===== config.mk =====
export PLATFORM = sky130hd
export DESIGN_NAME = grid_mmio_bridge
export DESIGN_NICKNAME = d
export VERILOG_FILES = /design/src/rtl/grid_pkg.sv /design/src/rtl/grid_snapshot.sv /design/src/rtl/grid_mmio_bridge.sv
export SDC_FILE = /design/constraint.sdc
export NUM_CORES = 1
export LEC_CHECK = 0
export CAP_MARGIN = 0
export CORE_ASPECT_RATIO = 1.75
export CORE_MARGIN = 2
export CORE_UTILIZATION = 35
export CTS_BUF_LIST = sky130_fd_sc_hd__clkbuf_8
export DETAILED_ROUTE_END_ITERATION = 8
export GPL_ROUTABILITY_DRIVEN = 0
export SKIP_CTS_REPAIR_TIMING = 1
export SYNTH_ARGS = -nofsm -noshare
export SYNTH_HDL_FRONTEND = slang
export SYNTH_SLANG_ARGS = --single-unit
export TNS_END_PERCENT = 100

===== constraint.sdc =====
create_clock -name clk -period 3.45 [get_ports clk]
set_input_delay 0.8625 -clock clk [delete_from_list [all_inputs] [get_ports clk]]
set_output_delay 0.8625 -clock clk [all_outputs]
set_load 0.03 [all_outputs]

===== src/rtl/grid_pkg.sv =====
// Shared register map, CONTROL bit positions and default geometry for the
// Tetris playfield MMIO bridge.
package grid_pkg;

   localparam int DEF_COLS = 10;
   localparam int DEF_ROWS = 20;

   // Register offsets relative to REG_BASE
   localparam int REG_STATUS  = 0;
   localparam int REG_CONTROL = 1;
   localparam int REG_DIRTY   = 2;

   // CONTROL bit indices
   localparam int CTRL_SNAP    = 0;
   localparam int CTRL_AUTO_EN = 1;
   localparam int CTRL_FREEZE  = 2;
   localparam int CTRL_IRQ_EN  = 3;

   typedef logic [DEF_COLS-1:0] row_t;

   function automatic logic [31:0] pack_status(input logic [15:0] frame_count,
                                               input logic        freeze,
                                               input logic        auto_pending,
                                               input logic        dirty_any);
      return {frame_count, 13'd0, freeze, auto_pending, dirty_any};
   endfunction

endpackage


===== src/rtl/grid_snapshot.sv =====
// Snapshot register of the playfield, per-row change detection feeding a
// read-clearable dirty mask, and the 16-bit frame counter.
module grid_snapshot
   import grid_pkg::*;
#(
   parameter int COLS  = DEF_COLS,
   parameter int ROWS  = DEF_ROWS,
   parameter int SEL_W = 5
) (
   input  logic                 clk,
   input  logic                 reset_n,
   input  logic                 capture,
   input  logic                 dirty_clear,
   input  logic [COLS*ROWS-1:0] grid_state,
   input  logic [SEL_W-1:0]     row_sel,
   output logic [COLS-1:0]      row_data,
   output logic [ROWS-1:0]      dirty,
   output logic [15:0]          frame_count
);

   logic [COLS*ROWS-1:0] snap;
   logic [ROWS-1:0]      changed;

   // Row 0 lives in the MSBs of both the live grid and the snapshot.
   always_comb begin
      changed = '0;
      for (int r = 0; r < ROWS; r++) begin
         changed[r] = grid_state[(ROWS-1-r)*COLS +: COLS] != snap[(ROWS-1-r)*COLS +: COLS];
      end
   end

   always_comb begin
      row_data = '0;
      for (int r = 0; r < ROWS; r++) begin
         if (row_sel == SEL_W'(r)) row_data = snap[(ROWS-1-r)*COLS +: COLS];
      end
   end

   // A clearing read and a capture on the same edge keep the capture's bits.
   always_ff @(posedge clk or negedge reset_n) begin
      if (!reset_n) begin
         snap        <= '0;
         dirty       <= '0;
         frame_count <= '0;
      end else begin
         dirty <= (dirty_clear ? '0 : dirty) | (capture ? changed : '0);
         if (capture) begin
            snap        <= grid_state;
            frame_count <= frame_count + 16'd1;
         end
      end
   end

endmodule


===== src/rtl/grid_mmio_bridge.sv =====
// Avalon-MM slave exposing a coherent snapshot of the playfield: address
// decode, CONTROL register, deferred auto-capture flag and read pipeline.
module grid_mmio_bridge
   import grid_pkg::*;
#(
   parameter int COLS   = DEF_COLS,
   parameter int ROWS   = DEF_ROWS,
   parameter int ADDR_W = 6
) (
   input  logic                 clk,
   input  logic                 reset_n,
   input  logic [COLS*ROWS-1:0] grid_state,
   input  logic                 grid_update,
   input  logic                 avs_read,
   input  logic                 avs_write,
   input  logic [ADDR_W-1:0]    avs_address,
   input  logic [31:0]          avs_writedata,
   output logic [31:0]          avs_readdata,
   output logic                 avs_readdatavalid,
   output logic                 irq
);

   localparam int REG_BASE = 1 << (ADDR_W - 1);
   localparam int SEL_W    = (ADDR_W > 1) ? ADDR_W - 1 : 1;

   localparam logic [ADDR_W-1:0] ADDR_STATUS  = ADDR_W'(REG_BASE + REG_STATUS);
   localparam logic [ADDR_W-1:0] ADDR_CONTROL = ADDR_W'(REG_BASE + REG_CONTROL);
   localparam logic [ADDR_W-1:0] ADDR_DIRTY   = ADDR_W'(REG_BASE + REG_DIRTY);

   // Handshake: no waitrequest; every avs_read sampled on an edge returns
   // exactly one avs_readdatavalid pulse in the following cycle, carrying
   // pre-edge state. avs_readdata holds its last value between reads.

   logic            auto_en, freeze, irq_en, auto_pending;
   logic            wr_ctrl, snap_wr, capture, dirty_clear, is_row;
   logic [31:0]     rd_word;
   logic [COLS-1:0] row_data;
   logic [ROWS-1:0] dirty;
   logic [15:0]     frame_count;
   logic            unused_wdata;

   assign unused_wdata = ^avs_writedata[31:4];

   assign wr_ctrl     = avs_write && (avs_address == ADDR_CONTROL);
   assign snap_wr     = wr_ctrl && avs_writedata[CTRL_SNAP];
   assign capture     = snap_wr || ((grid_update || auto_pending) && auto_en && !freeze);
   assign dirty_clear = avs_read && (avs_address == ADDR_DIRTY);
   assign is_row      = {{(32-ADDR_W){1'b0}}, avs_address} < 32'(ROWS);

   grid_snapshot #(
      .COLS  (COLS),
      .ROWS  (ROWS),
      .SEL_W (SEL_W)
   ) u_snapshot (
      .clk         (clk),
      .reset_n     (reset_n),
      .capture     (capture),
      .dirty_clear (dirty_clear),
      .grid_state  (grid_state),
      .row_sel     (avs_address[SEL_W-1:0]),
      .row_data    (row_data),
      .dirty       (dirty),
      .frame_count (frame_count)
   );

   always_comb begin
      rd_word = '0;
      if (is_row) begin
         rd_word = 32'(row_data);
      end else begin
         case (avs_address)
            ADDR_STATUS:  rd_word = pack_status(frame_count, freeze, auto_pending, |dirty);
            ADDR_CONTROL: rd_word = {28'd0, irq_en, freeze, auto_en, 1'b0};
            ADDR_DIRTY:   rd_word = 32'(dirty);
            default:      rd_word = '0;
         endcase
      end
   end

   always_ff @(posedge clk or negedge reset_n) begin
      if (!reset_n) begin
         auto_en           <= 1'b0;
         freeze            <= 1'b0;
         irq_en            <= 1'b0;
         auto_pending      <= 1'b0;
         avs_readdata      <= '0;
         avs_readdatavalid <= 1'b0;
      end else begin
         if (wr_ctrl) begin
            auto_en <= avs_writedata[CTRL_AUTO_EN];
            freeze  <= avs_writedata[CTRL_FREEZE];
            irq_en  <= avs_writedata[CTRL_IRQ_EN];
         end
         // Disabling auto mode drops a deferred capture; a capture consumes it.
         if (wr_ctrl && !avs_writedata[CTRL_AUTO_EN]) auto_pending <= 1'b0;
         else if (capture)                             auto_pending <= 1'b0;
         else if (grid_update && auto_en && freeze)    auto_pending <= 1'b1;

         avs_readdatavalid <= avs_read;
         if (avs_read) avs_readdata <= rd_word;
      end
   end

   assign irq = irq_en && (|dirty);

endmodule


==> results <==
- The flow ran to the end, and the final reports show no timing, DRC or antenna violations.
- After synthesis, the share of flip-flops with an asynchronous set or reset is 100.0%.
- Of all nets on the critical path, the largest fanout is 3.
- The achievable frequency is 297.6 MHz.
- In this run, CTS created clock tree buffers numbering 43.
- Subtracting the final worst setup slack from the clock period gives 3.360 ns.
- The critical path goes through nor4_2 > nand2_1 > nor2_1 > nor2b_1 > clkdlybuf4s50_1.
- Global routing used 23.63% of the available tracks across all layers.
- The worst setup path is launched from a flop.
- The proportion of synthesized chip area in sequential cells is 45.38%.
- In the finished design, the share of the clock period the worst path needs comes to 97.41%.
- The cell count of the worst reg-to-reg path is 5.
- The largest stage delay on the critical path is 0.60 ns.
- In this run the cell area measured after placement is 18260 um2.
- The critical path arrival is 2.50 ns.
- The count of port buffers added during placement is 248.
- The horizontal die dimension is 160.8 um.
- For the pin with the worst max-slew slack, the measured transition is 0.8398 ns.
- In this run the remaining antenna-violating nets after routing total 0.
- The total detailed-routing wirelength is 53080 um.
- The most instantiated flip-flop cell in the synthesis netlist is dfrtp_1.
- For this run, the number of Yosys warnings is 0.
- Counting flops with a built-in enable in the synthesized netlist gives 0.
- The later pin in the worst-skew pair is clocked with a latency of 0.59 ns.
- The H-tree was split into 2 levels.
- The clock transition at the register clock pins on the worst setup and hold paths after CTS is 0.06 ns.
- The first global-routing pass estimated 80390 um of wire.
- On the critical path, the stage with the largest delay is an instance of clkdlybuf4s50_1.
- In this run the tightest slew margin relative to its limit is 44.01%.
- The buffer levels on the longest clock path is 3.
- The routed via count is 13550.
- The number of different library cells used by synthesis comes to 72.
- The number of hold violations in the final report is 0.
- Of the post-synthesis cell area, the dominant cell type holds 45.38%.
- The max-capacitance violation count is 0.
- After routing, the total negative slack on setup checks comes to 0 ns.
- The number of instances in the synthesized netlist is 1777.
- The initial antenna violation count is 5.
- The detailed router finished its first iteration with 848 violations.
- The setup slack of the most critical reg-to-reg path is 1.49 ns.
- The beginning of the worst register-to-register path is u_snapshot.snap[169].
- The via count of the first global-routing pass is 13840.
- The worst setup skew after layout is 0.01504 ns.
- The placement row count is 100.
- Yosys attributes the largest share of cell area to dfrtp_1, nand2_1, xnor2_1.
- In the final routed layout, each cell accounts on average for 20.24 um.
- The cell taking the most area after synthesis is dfrtp_1.
- The count of filler cells inserted in the layout is 4240.
- STA classifies the critical path endpoint as an output pin.
- TritonCTS built the clock tree.
- The number of register bits inferred by synthesis is 273.
- The share of final-layout standard cells stronger than drive strength 1 is 7.247%.
- The capture point of the worst reg-to-reg path is avs_readdata[9].
- From synthesis to final layout, the design area changed by 27.00%.
- The average vias per placed instance is 5.169.
- Entering global routing, the biggest net connects 169 pins.
- Each instance of the synthesized netlist takes up on average 8.471 um2.
- The required time reported for the critical path endpoint is 2.59 ns.
- The startpoint-to-endpoint class of the critical path is reg2out.
- The peak supply drop is 219.5 uV.
- The areal power density over the cells is 644.6 nW/um2.
- The final layout contains 2270 nets.
- The combined area of all synthesized cells is 15050 um2.
- The summed area of non-filler cells in the final layout is 19120 um2.
- The max-slew violation count is 0.
- When the netlist entered floorplanning its net count stood at 2021.
- For this run, the detailed router's first-pass iteration total came to 5.
- Summed over all layers, the global routing overflow is 0.
- The post-layout utilization of the core is 44.94%.
- The floorplan step defined a die boundary enclosing 44750 um2.
- The analysis attributes to cell leakage a power of 8.540 nW.
- Counting every sink on the clock net gives 273.
- Setup repair after global routing left no endpoint under its margin.
- The die outline height is 278.3 um.
- The worst hold path belongs to the class in2async.
- Summed over all nets, the half-perimeter wirelength after detailed placement is 40840 um.
- Once the floorplan was initialized, standard cells occupied 35.39% of the core.
- The total setup violations reported at the end of the flow is 0.
- The number of top-level pins is 277.
- For this run, design rule violations remaining after detail routing come to 0.
- The placeable core area is 42540 um2.
- The buffer cell driving the clock tree root is clkbuf_8.
-- worst max-delay path: cells and delay by family, from the launching register on --
family / cells / cell delay, ns
and+or+nand+nor: 4 / 0.90
DFF: 1 / 0.41
buffers and inverters: 1 / 0.60
-- cells by family after synthesis --
group           after synthesis  synth area share (%)
compound gates              228                 9.293
flops                       273                 45.38
simple gates                896                 25.74
mux                          37                 2.942
buf+inv                     127                 3.998
xor+xnor                    215                 12.56
fa+ha+maj                     1               0.08311
-- worst max-delay path by stage --
stage	end	cells after the start	slack [ns]	startpoint
global placement	u_snapshot.snap[162]	6	0.19	avs_address[2]
CTS	irq	5	-0.16	u_snapshot.dirty[15]
floorplan	avs_readdata[7]	8	1.02	avs_address[1]
global route	irq	5	0.03	u_snapshot.dirty[11]
detailed placement	avs_readdata[0]	9	0.12	avs_address[2]
finish	irq	5	0.09	u_snapshot.dirty[15]
-- cells in the final DEF (no fill, tap or decap), types with 44 or more instances in the layout --
master             n
clkbuf_8          55
dfrtp_1          273
inv_1             46
xnor2_1          168
clkdlybuf4s50_1  244
nor2_1            45
a21oi_1           48
nand4_1           50
xor2_1            46
o21ai_0           86
nand2_1          669
buf_4             44
-- layout make-up --
class / count / area, um2 / share of cell area (%)
multi-input cells: 1377 / 7640 / 39.96
clock inverters: 20 / 81.33 / 0.4254
well taps: 561 / 701.9 / 3.671
inverters: 31 / 116.4 / 0.6086
flip-flops and latches: 273 / 6832 / 35.73
clock buffers: 55 / 757.0 / 3.959
diodes: 5 / 12.51 / 0.06545
repair buffers: 300 / 2978 / 15.58
-- per-stage QoR --
stage | hold WS [ns] | power (mW) | setup WS (ns) | cells
floorplan | 0.4424 | 7.927 | 1.022 | 1777
global placement | 0.4608 | 9.427 | 0.1889 | 2542
detailed placement | 0.4831 | 9.585 | 0.1183 | 2542
CTS | 0.3197 | 12.41 | -0.1592 | 2617
global route | 0.3440 | 13.09 | 0.03291 | 2622
finish | 0.2955 | 12.32 | 0.08952 | 2622
-- power breakdown --
| part | internal (mW) | switching [mW] |
|---|---|---|
| registers | 4.42 | 1.49 |
| clock network | 1.42 | 1.35 |
| logic | 1.76 | 1.87 |
-- routing by layer --
layer	up-vias	routed length [um]	GRT usage, %
li1	6396	-	-
met1	6487	18980	25.69
met2	498	27690	42.88
met3	172	2526	2.757
met4	0	3884	15.77
met5	-	0	0
-- Yosys cell counts, types with 5 or more instances --
master	n
a211oi_1	11
a21oi_1	48
a221oi_1	5
a22oi_1	9
a31oi_1	8
and3_1	7
buf_2	64
buf_4	12
clkbuf_1	18
dfrtp_1	273
inv_1	31
mux2_2	8
mux2i_1	24
mux4_2	5
nand2_1	669
nand2b_1	11
nand3_1	25
nand4_1	50
nor2_1	45
nor2b_1	15
nor3_1	15
nor4_1	26
o21ai_0	86
o22ai_1	15
xnor2_1	168
xor2_1	46
-- sequential cells by signal, summed over array words and instances (netlist names) --
signal                  count
freeze                      1
u_snapshot.dirty           20
avs_readdatavalid           1
u_snapshot.snap           200
auto_pending                1
avs_readdata               32
u_snapshot.frame_count     16
auto_en                     1
irq_en                      1
Note: power is estimated with default switching activity, not from simulation.
